**config.mk**
```make
export PLATFORM = sky130hd
export DESIGN_NAME = rf_commit_ctrl_flat
export DESIGN_NICKNAME = d
export VERILOG_FILES = /design/src/rtl/rf_commit_ctrl_if.sv /design/src/rtl/rf_commit_ctrl.sv /design/src/flat_wrapper.sv
export SDC_FILE = /design/constraint.sdc
export NUM_CORES = 1
export LEC_CHECK = 0
export CORE_MARGIN = 4
export CORE_UTILIZATION = 35
export CTS_CLUSTER_DIAMETER = 80
export DETAILED_ROUTE_END_ITERATION = 10
export GPL_TIMING_DRIVEN = 0
export PLACE_DENSITY = 0.65
export SETUP_SLACK_MARGIN = 0.2
export SYNTH_ARGS = -nofsm -noshare
export SYNTH_HDL_FRONTEND = slang
export SYNTH_SLANG_ARGS = --single-unit
```
**constraint.sdc**
```tcl
create_clock -name clk -period 2.9 [get_ports clk]
set_input_delay 0.87 -clock clk [delete_from_list [all_inputs] [get_ports clk]]
set_output_delay 0.87 -clock clk [all_outputs]
set_load 0.05 [all_outputs]
```
**src/rtl/rf_commit_ctrl_if.sv**
```systemverilog
// RoB-head / register-file commit bundle shared by the commit controller and its neighbours.
// The master modport belongs to the RoB/Reg side, and the slave modport belongs to rf_commit_ctrl.
interface rf_commit_ctrl_if #(
    parameter int ROB_W = 4
);
    logic             head_valid;
    logic             head_ready;
    logic [ROB_W-1:0] head_rob_id;
    logic [4:0]       head_rd;
    logic             head_wr;
    logic [31:0]      head_value;
    logic             head_pop;

    logic [ROB_W-1:0] commit_rob_id;
    logic [4:0]       commit_rd;
    logic [31:0]      commit_value;

    modport master (
        output head_valid, head_ready, head_rob_id, head_rd, head_wr, head_value,
        input  head_pop,
        input  commit_rob_id, commit_rd, commit_value
    );

    modport slave (
        input  head_valid, head_ready, head_rob_id, head_rd, head_wr, head_value,
        output head_pop,
        output commit_rob_id, commit_rd, commit_value
    );
endinterface

```
**src/rtl/rf_commit_ctrl.sv**
```systemverilog
// Commit sequencer for the architectural register file.
// It retires RoB head entries into Reg and, on a flush, sweeps every dependency tag clear.
//   state | meaning
//   IDLE  | commit ready head entries one per cycle, or accept a flush
//   SWEEP | clear dep tag of clr_dep_idx, walking 1..REG_NUM-1, issue stalled
//   DONE  | one-cycle flush_done pulse, issue still stalled
module rf_commit_ctrl #(
    parameter int ROB_W   = 4,
    parameter int REG_NUM = 32,
    parameter int CNT_W   = 32
) (
    input  logic             clk,
    input  logic             rst,
    input  logic             rdy,
    rf_commit_ctrl_if.slave  bus,
    input  logic             flush_req,
    output logic             clr_dep_valid,
    output logic [4:0]       clr_dep_idx,
    output logic             issue_stall,
    output logic             flush_done,
    output logic [CNT_W-1:0] retired_cnt
);
    typedef enum logic [1:0] {
        ST_IDLE,
        ST_SWEEP,
        ST_DONE
    } state_e;

    localparam logic [4:0] LAST_IDX = 5'(REG_NUM - 1);

    state_e           state_q, state_d;
    logic [ROB_W-1:0] commit_rob_id_q, commit_rob_id_d;
    logic [4:0]       commit_rd_q, commit_rd_d;
    logic [31:0]      commit_value_q, commit_value_d;
    logic             clr_dep_valid_q, clr_dep_valid_d;
    logic [4:0]       clr_dep_idx_q, clr_dep_idx_d;
    logic             issue_stall_q, issue_stall_d;
    logic             flush_done_q, flush_done_d;
    logic [CNT_W-1:0] retired_cnt_q, retired_cnt_d;
    logic             head_pop_c;

    always_comb begin
        state_d         = state_q;
        commit_rob_id_d = commit_rob_id_q;
        commit_rd_d     = commit_rd_q;
        commit_value_d  = commit_value_q;
        clr_dep_valid_d = clr_dep_valid_q;
        clr_dep_idx_d   = clr_dep_idx_q;
        issue_stall_d   = issue_stall_q;
        flush_done_d    = flush_done_q;
        retired_cnt_d   = retired_cnt_q;
        head_pop_c      = 1'b0;

        if (rdy) begin
            case (state_q)
                ST_IDLE: begin
                    // A flush wins over a ready head in the same cycle.
                    if (flush_req) begin
                        state_d         = ST_SWEEP;
                        issue_stall_d   = 1'b1;
                        clr_dep_valid_d = 1'b1;
                        clr_dep_idx_d   = 5'd1;
                        commit_rob_id_d = '0;
                    end else if (bus.head_valid && bus.head_ready) begin
                        head_pop_c      = 1'b1;
                        commit_rob_id_d = bus.head_rob_id;
                        commit_rd_d     = bus.head_wr ? bus.head_rd : 5'd0;
                        commit_value_d  = (bus.head_wr && (bus.head_rd != 5'd0)) ? bus.head_value : 32'd0;
                        retired_cnt_d   = retired_cnt_q + CNT_W'(1);
                    end else begin
                        commit_rob_id_d = '0;
                    end
                end
                ST_SWEEP: begin
                    commit_rob_id_d = '0;
                    if (clr_dep_idx_q == LAST_IDX) begin
                        state_d         = ST_DONE;
                        clr_dep_valid_d = 1'b0;
                        flush_done_d    = 1'b1;
                    end else begin
                        clr_dep_idx_d = clr_dep_idx_q + 5'd1;
                    end
                end
                ST_DONE: begin
                    state_d       = ST_IDLE;
                    issue_stall_d = 1'b0;
                    flush_done_d  = 1'b0;
                end
                default: state_d = ST_IDLE;
            endcase
        end
    end

    always_ff @(posedge clk or negedge rst) begin
        if (!rst) begin
            state_q         <= ST_IDLE;
            commit_rob_id_q <= '0;
            commit_rd_q     <= '0;
            commit_value_q  <= '0;
            clr_dep_valid_q <= 1'b0;
            clr_dep_idx_q   <= '0;
            issue_stall_q   <= 1'b0;
            flush_done_q    <= 1'b0;
            retired_cnt_q   <= '0;
        end else begin
            state_q         <= state_d;
            commit_rob_id_q <= commit_rob_id_d;
            commit_rd_q     <= commit_rd_d;
            commit_value_q  <= commit_value_d;
            clr_dep_valid_q <= clr_dep_valid_d;
            clr_dep_idx_q   <= clr_dep_idx_d;
            issue_stall_q   <= issue_stall_d;
            flush_done_q    <= flush_done_d;
            retired_cnt_q   <= retired_cnt_d;
        end
    end

    assign bus.head_pop      = head_pop_c && rst;
    assign bus.commit_rob_id = commit_rob_id_q;
    assign bus.commit_rd     = commit_rd_q;
    assign bus.commit_value  = commit_value_q;
    assign clr_dep_valid     = clr_dep_valid_q;
    assign clr_dep_idx       = clr_dep_idx_q;
    assign issue_stall       = issue_stall_q;
    assign flush_done        = flush_done_q;
    assign retired_cnt       = retired_cnt_q;
endmodule

```
**src/flat_wrapper.sv**
```systemverilog
// flat-port wrapper written by rule: the top's interface ports become plain ports
module rf_commit_ctrl_flat 
#(
    parameter int ROB_W   = 4,
    parameter int REG_NUM = 32,
    parameter int CNT_W   = 32
)
  (clk, rst, rdy, flush_req, clr_dep_valid, clr_dep_idx, issue_stall, flush_done, retired_cnt, bus_head_valid, bus_head_ready, bus_head_rob_id, bus_head_rd, bus_head_wr, bus_head_value, bus_head_pop, bus_commit_rob_id, bus_commit_rd, bus_commit_value);
  rf_commit_ctrl_if #(.ROB_W(ROB_W)) bus_i ();
  input  logic clk;
  input  logic rst;
  input  logic rdy;
  input  logic flush_req;
  output logic clr_dep_valid;
  output logic [4:0] clr_dep_idx;
  output logic issue_stall;
  output logic flush_done;
  output logic [CNT_W-1:0] retired_cnt;
  input wire logic [$bits(bus_i.head_valid)-1:0] bus_head_valid;
  input wire logic [$bits(bus_i.head_ready)-1:0] bus_head_ready;
  input wire logic [$bits(bus_i.head_rob_id)-1:0] bus_head_rob_id;
  input wire logic [$bits(bus_i.head_rd)-1:0] bus_head_rd;
  input wire logic [$bits(bus_i.head_wr)-1:0] bus_head_wr;
  input wire logic [$bits(bus_i.head_value)-1:0] bus_head_value;
  output wire logic [$bits(bus_i.head_pop)-1:0] bus_head_pop;
  output wire logic [$bits(bus_i.commit_rob_id)-1:0] bus_commit_rob_id;
  output wire logic [$bits(bus_i.commit_rd)-1:0] bus_commit_rd;
  output wire logic [$bits(bus_i.commit_value)-1:0] bus_commit_value;
  assign bus_i.head_valid = bus_head_valid;
  assign bus_i.head_ready = bus_head_ready;
  assign bus_i.head_rob_id = bus_head_rob_id;
  assign bus_i.head_rd = bus_head_rd;
  assign bus_i.head_wr = bus_head_wr;
  assign bus_i.head_value = bus_head_value;
  assign bus_head_pop = bus_i.head_pop;
  assign bus_commit_rob_id = bus_i.commit_rob_id;
  assign bus_commit_rd = bus_i.commit_rd;
  assign bus_commit_value = bus_i.commit_value;
  rf_commit_ctrl #(.ROB_W(ROB_W), .REG_NUM(REG_NUM), .CNT_W(CNT_W)) u_core (.clk(clk), .rst(rst), .rdy(rdy), .bus(bus_i), .flush_req(flush_req), .clr_dep_valid(clr_dep_valid), .clr_dep_idx(clr_dep_idx), .issue_stall(issue_stall), .flush_done(flush_done), .retired_cnt(retired_cnt));
endmodule
```
==> metrics <==
WL per Instance 14.5 um; Final Util 54.0%; register area share after synthesis 57.3%; worst flop-to-flop path endpoint u_core.retired_cnt[31]$_DFFE_PN0P_; largest net degree at the start of global routing 57; crit-path max FO 5; nets@finish 552; Via density 4.84; Remaining DRCs 0; leakage 2.26 nW; fmax 375 MHz; crit path cell chain buf_6, nand4bb_4, buf_6, nor2_4, buf_8, and2_4, buf_8; Die Ht between 100 and 150 um; Total Wirelength 9.24 mm; reg2reg path depth 7; classification of the worst setup path input port to primary output; grt peak-use layer met2; port bufs between 100 and 150; Setup Viol. Count Final 0; Synth warnings 0; grt total ovfl 0; outcome complete, no violations; CP Capture Point bus_head_pop; Antenna Nets Post-Route 0; Ports between 100 and 150; Area contributors post-synth dfrtp_1 57%, nand2_1 9.8%, xnor2_1 6.3%; total CTS buffers 9; commonest non-fill, non-tap cell in the layout clkdlybuf4s50_1; ant diodes 0; Distinct cells, synth 34; Reg clk slew, reported paths 0.09 ns; hold crit path type input port to async pin; total placed cells including tap cells 619; Crit-path slowest cell nand4bb_4; largest area contributor in the netlist dfrtp_1; Clock Sinks 83; FF+latch area ~0.0021 mm2; Setup crit end kind primary output; Max Slew Vio Count 0; clk_lat worst skew 0.35 ns; Bufs on Longest Clock Path 2; GR Util met2 25.6%; multi-input combinational cell area approximately 0.0015 mm2; Final Hold Fails 0; fin cells 638; Slew headroom around 59%; initial antenna violation count 0; Worst path max stage delay 0.18 ns; Final period util 91.9%; CP arrival 1.79 ns; CORE AREA 0.00991 mm2; CP delay by family, top buffers and inverters; layout cells sized above 1 8.12%; M3 GR Usage 4.05%; vias in the first global route 3089; Worst setup SP type input port; grt met1 use between 20% and 30%; peak supply drop 0.000478 V; Mapped Area 0.00362 mm2; reg2reg start u_core.state_q[0]$_DFFE_PN0P_; drt pass-1 iters 4; most frequent cells in the layout 123 x clkdlybuf4s50_1, 95 x nand2_1, 83 x dfrtp_1; post-route cell area 0.00535 mm2; RSZ-0062 raised after global routing true; required time of the critical path 2.03 ns; CTS Root Cell clkbuf_8; placed inst area 0.00511 mm2; crit path launch flush_req; DR iter-0 viols 93; die area approximately 0.012 mm2; min setup slack post-route 0.236 ns; synthesized area per cell 10.1 um2; width of the die 110 um; initial cell density of the core 36.6%; stages on the worst setup path 7; Total GRT Usage 16.1%; Max-Cap Viols 0; crit path buf inv count 4; CTS tree built; first-pass GRT wire length 15.2 mm; final worst path period need 2.66 ns; hpwl dp 6.83 mm; num rows 36; syn_nets 409; vias around 3000; Post-Place Setup Slack -1.18 ns; PwrDens slightly below 800 mW/mm2; setup slack, reg-to-reg 0.83 ns; Area Overhead vs Synth 47.7%; Layout fillers 935; clk_skew 0.00892 ns; global placement routability congestion 0.736; worst-margin pin slew 0.610 ns; Seq cells post-synth 83; Yosys top cell area share 57.3%; htree depth 3; Mapped Cells around 360
==> cell usage after synthesis <==
cell type	instances
nand2_1	95
dfrtp_1	83
o21ai_0	43
xnor2_1	26
nand3_1	19
nand4_1	13
clkbuf_1	11
a22o_1	5
and2_1	5
buf_2	5
nor3_1	5
xor2_1	5
a21oi_1	4
and4_1	4
ha_1	4
and3_1	3
nand4b_1	3
nor2_1	3
a22oi_1	2
a31oi_1	2
buf_6	2
inv_1	2
nor2b_1	2
a21o_1	1
mux2_2	1
nand2b_1	1
nand4bb_4	1
nor2_2	1
nor3_2	1
nor4_2	1
nor4_4	1
or2_1	1
or4_1	1
or4_4	1
==> power by group <==
| part | total, mW | internal, mW | switching (mW) |
|---|---|---|---|
| Sequential | 1.57 | 1.40 | 0.173 |
| Clock | 0.864 | 0.413 | 0.451 |
| Combinational | 1.82 | 0.619 | 1.20 |
| Total | 4.25 | 2.43 | 1.82 |
==> stage by stage <==
stage               setup TNS [ns]  hold WS [ns]  total power [mW]
floorplan                        0         0.527              2.72
global placement           -180.45         0.452              3.39
detailed placement           -6.56         0.456              3.42
CTS                              0         0.438              4.31
global route                     0         0.447              4.49
finish                           0         0.436              4.25
==> cell type report <==
| class | instances | area share, % |
|---|---|---|
| multi-input cells | 254 | 27.2 |
| clock inverters | 7 | 1.57 |
| flip-flops and latches | 83 | 38.8 |
| well taps | 133 | 3.11 |
| clock buffers | 9 | 2.32 |
| repair buffers | 132 | 24.8 |
| inverters | 2 | 0.140 |
| plain buffers | 18 | 2.04 |
==> logic make-up (layout without fill, tap and decap cells) <==
group | after synthesis | after routing | share of synthesized area (%)
AO/OA/AOI/OAI | 57 | 57 | 8.67
XOR/XNOR | 31 | 31 | 7.50
adder cells (fa/ha/maj) | 4 | 4 | 1.38
buffers and inverters | 20 | 168 | 2.66
flip-flops | 83 | 83 | 57.3
multiplexers | 1 | 1 | 0.311
AND/OR/NAND/NOR | 161 | 161 | 22.1
==> metal layers <==
metal	part of all wire [%]	vias up	wire, um
li1	-	1504	-
met1	44	1482	4100
met2	47	87	4390
met3	6.2	15	574
met4	1.9	0	172
met5	0	-	0
==> worst min path at each step <==
stage               slack, ns                                start  cells after the start                                   to
floorplan                0.53        u_core.state_q[0]$_DFFE_PN0P_                      2    u_core.clr_dep_idx[0]$_DFFE_PN0P_
global placement         0.45  u_core.bus.commit_rd[1]$_DFFE_PN0P_                      2  u_core.bus.commit_rd[1]$_DFFE_PN0P_
detailed placement       0.46  u_core.bus.commit_rd[3]$_DFFE_PN0P_                      2  u_core.bus.commit_rd[3]$_DFFE_PN0P_
CTS                      0.44                                  rst                      1    u_core.clr_dep_idx[4]$_DFFE_PN0P_
global route             0.45                                  rst                      1    u_core.clr_dep_idx[4]$_DFFE_PN0P_
finish                   0.44                                  rst                      1    u_core.clr_dep_idx[4]$_DFFE_PN0P_
==> flip-flops by register name, indices dropped and copies added, names as in the netlist <==
name                      cells
u_core.bus.commit_value      32
u_core.retired_cnt           32
u_core.bus.commit_rd          5
u_core.clr_dep_idx            5
u_core.bus.commit_rob_id      4
u_core.state_q                2
u_core.clr_dep_valid          1
u_core.flush_done             1
u_core.issue_stall            1
==> worst register-to-register path, cell delays in order (launching register included) <==
cell and delay (ns):
dfrtp_1 0.38, buf_6 0.14, nand4bb_4 0.21, buf_6 0.14
buf_4 0.15, nor4_4 0.59, nand4_1 0.19, xnor2_1 0.16
==> repair_timing <==
item | in CTS | in global routing
pin swaps | 2 | 1
setup buffers | 3 | 0
hold buffers | 0 | 0
endpoints found under the setup margin | 11 | 1
gates resized for setup | 20 | 8
Note: power is estimated with default switching activity, not from simulation.
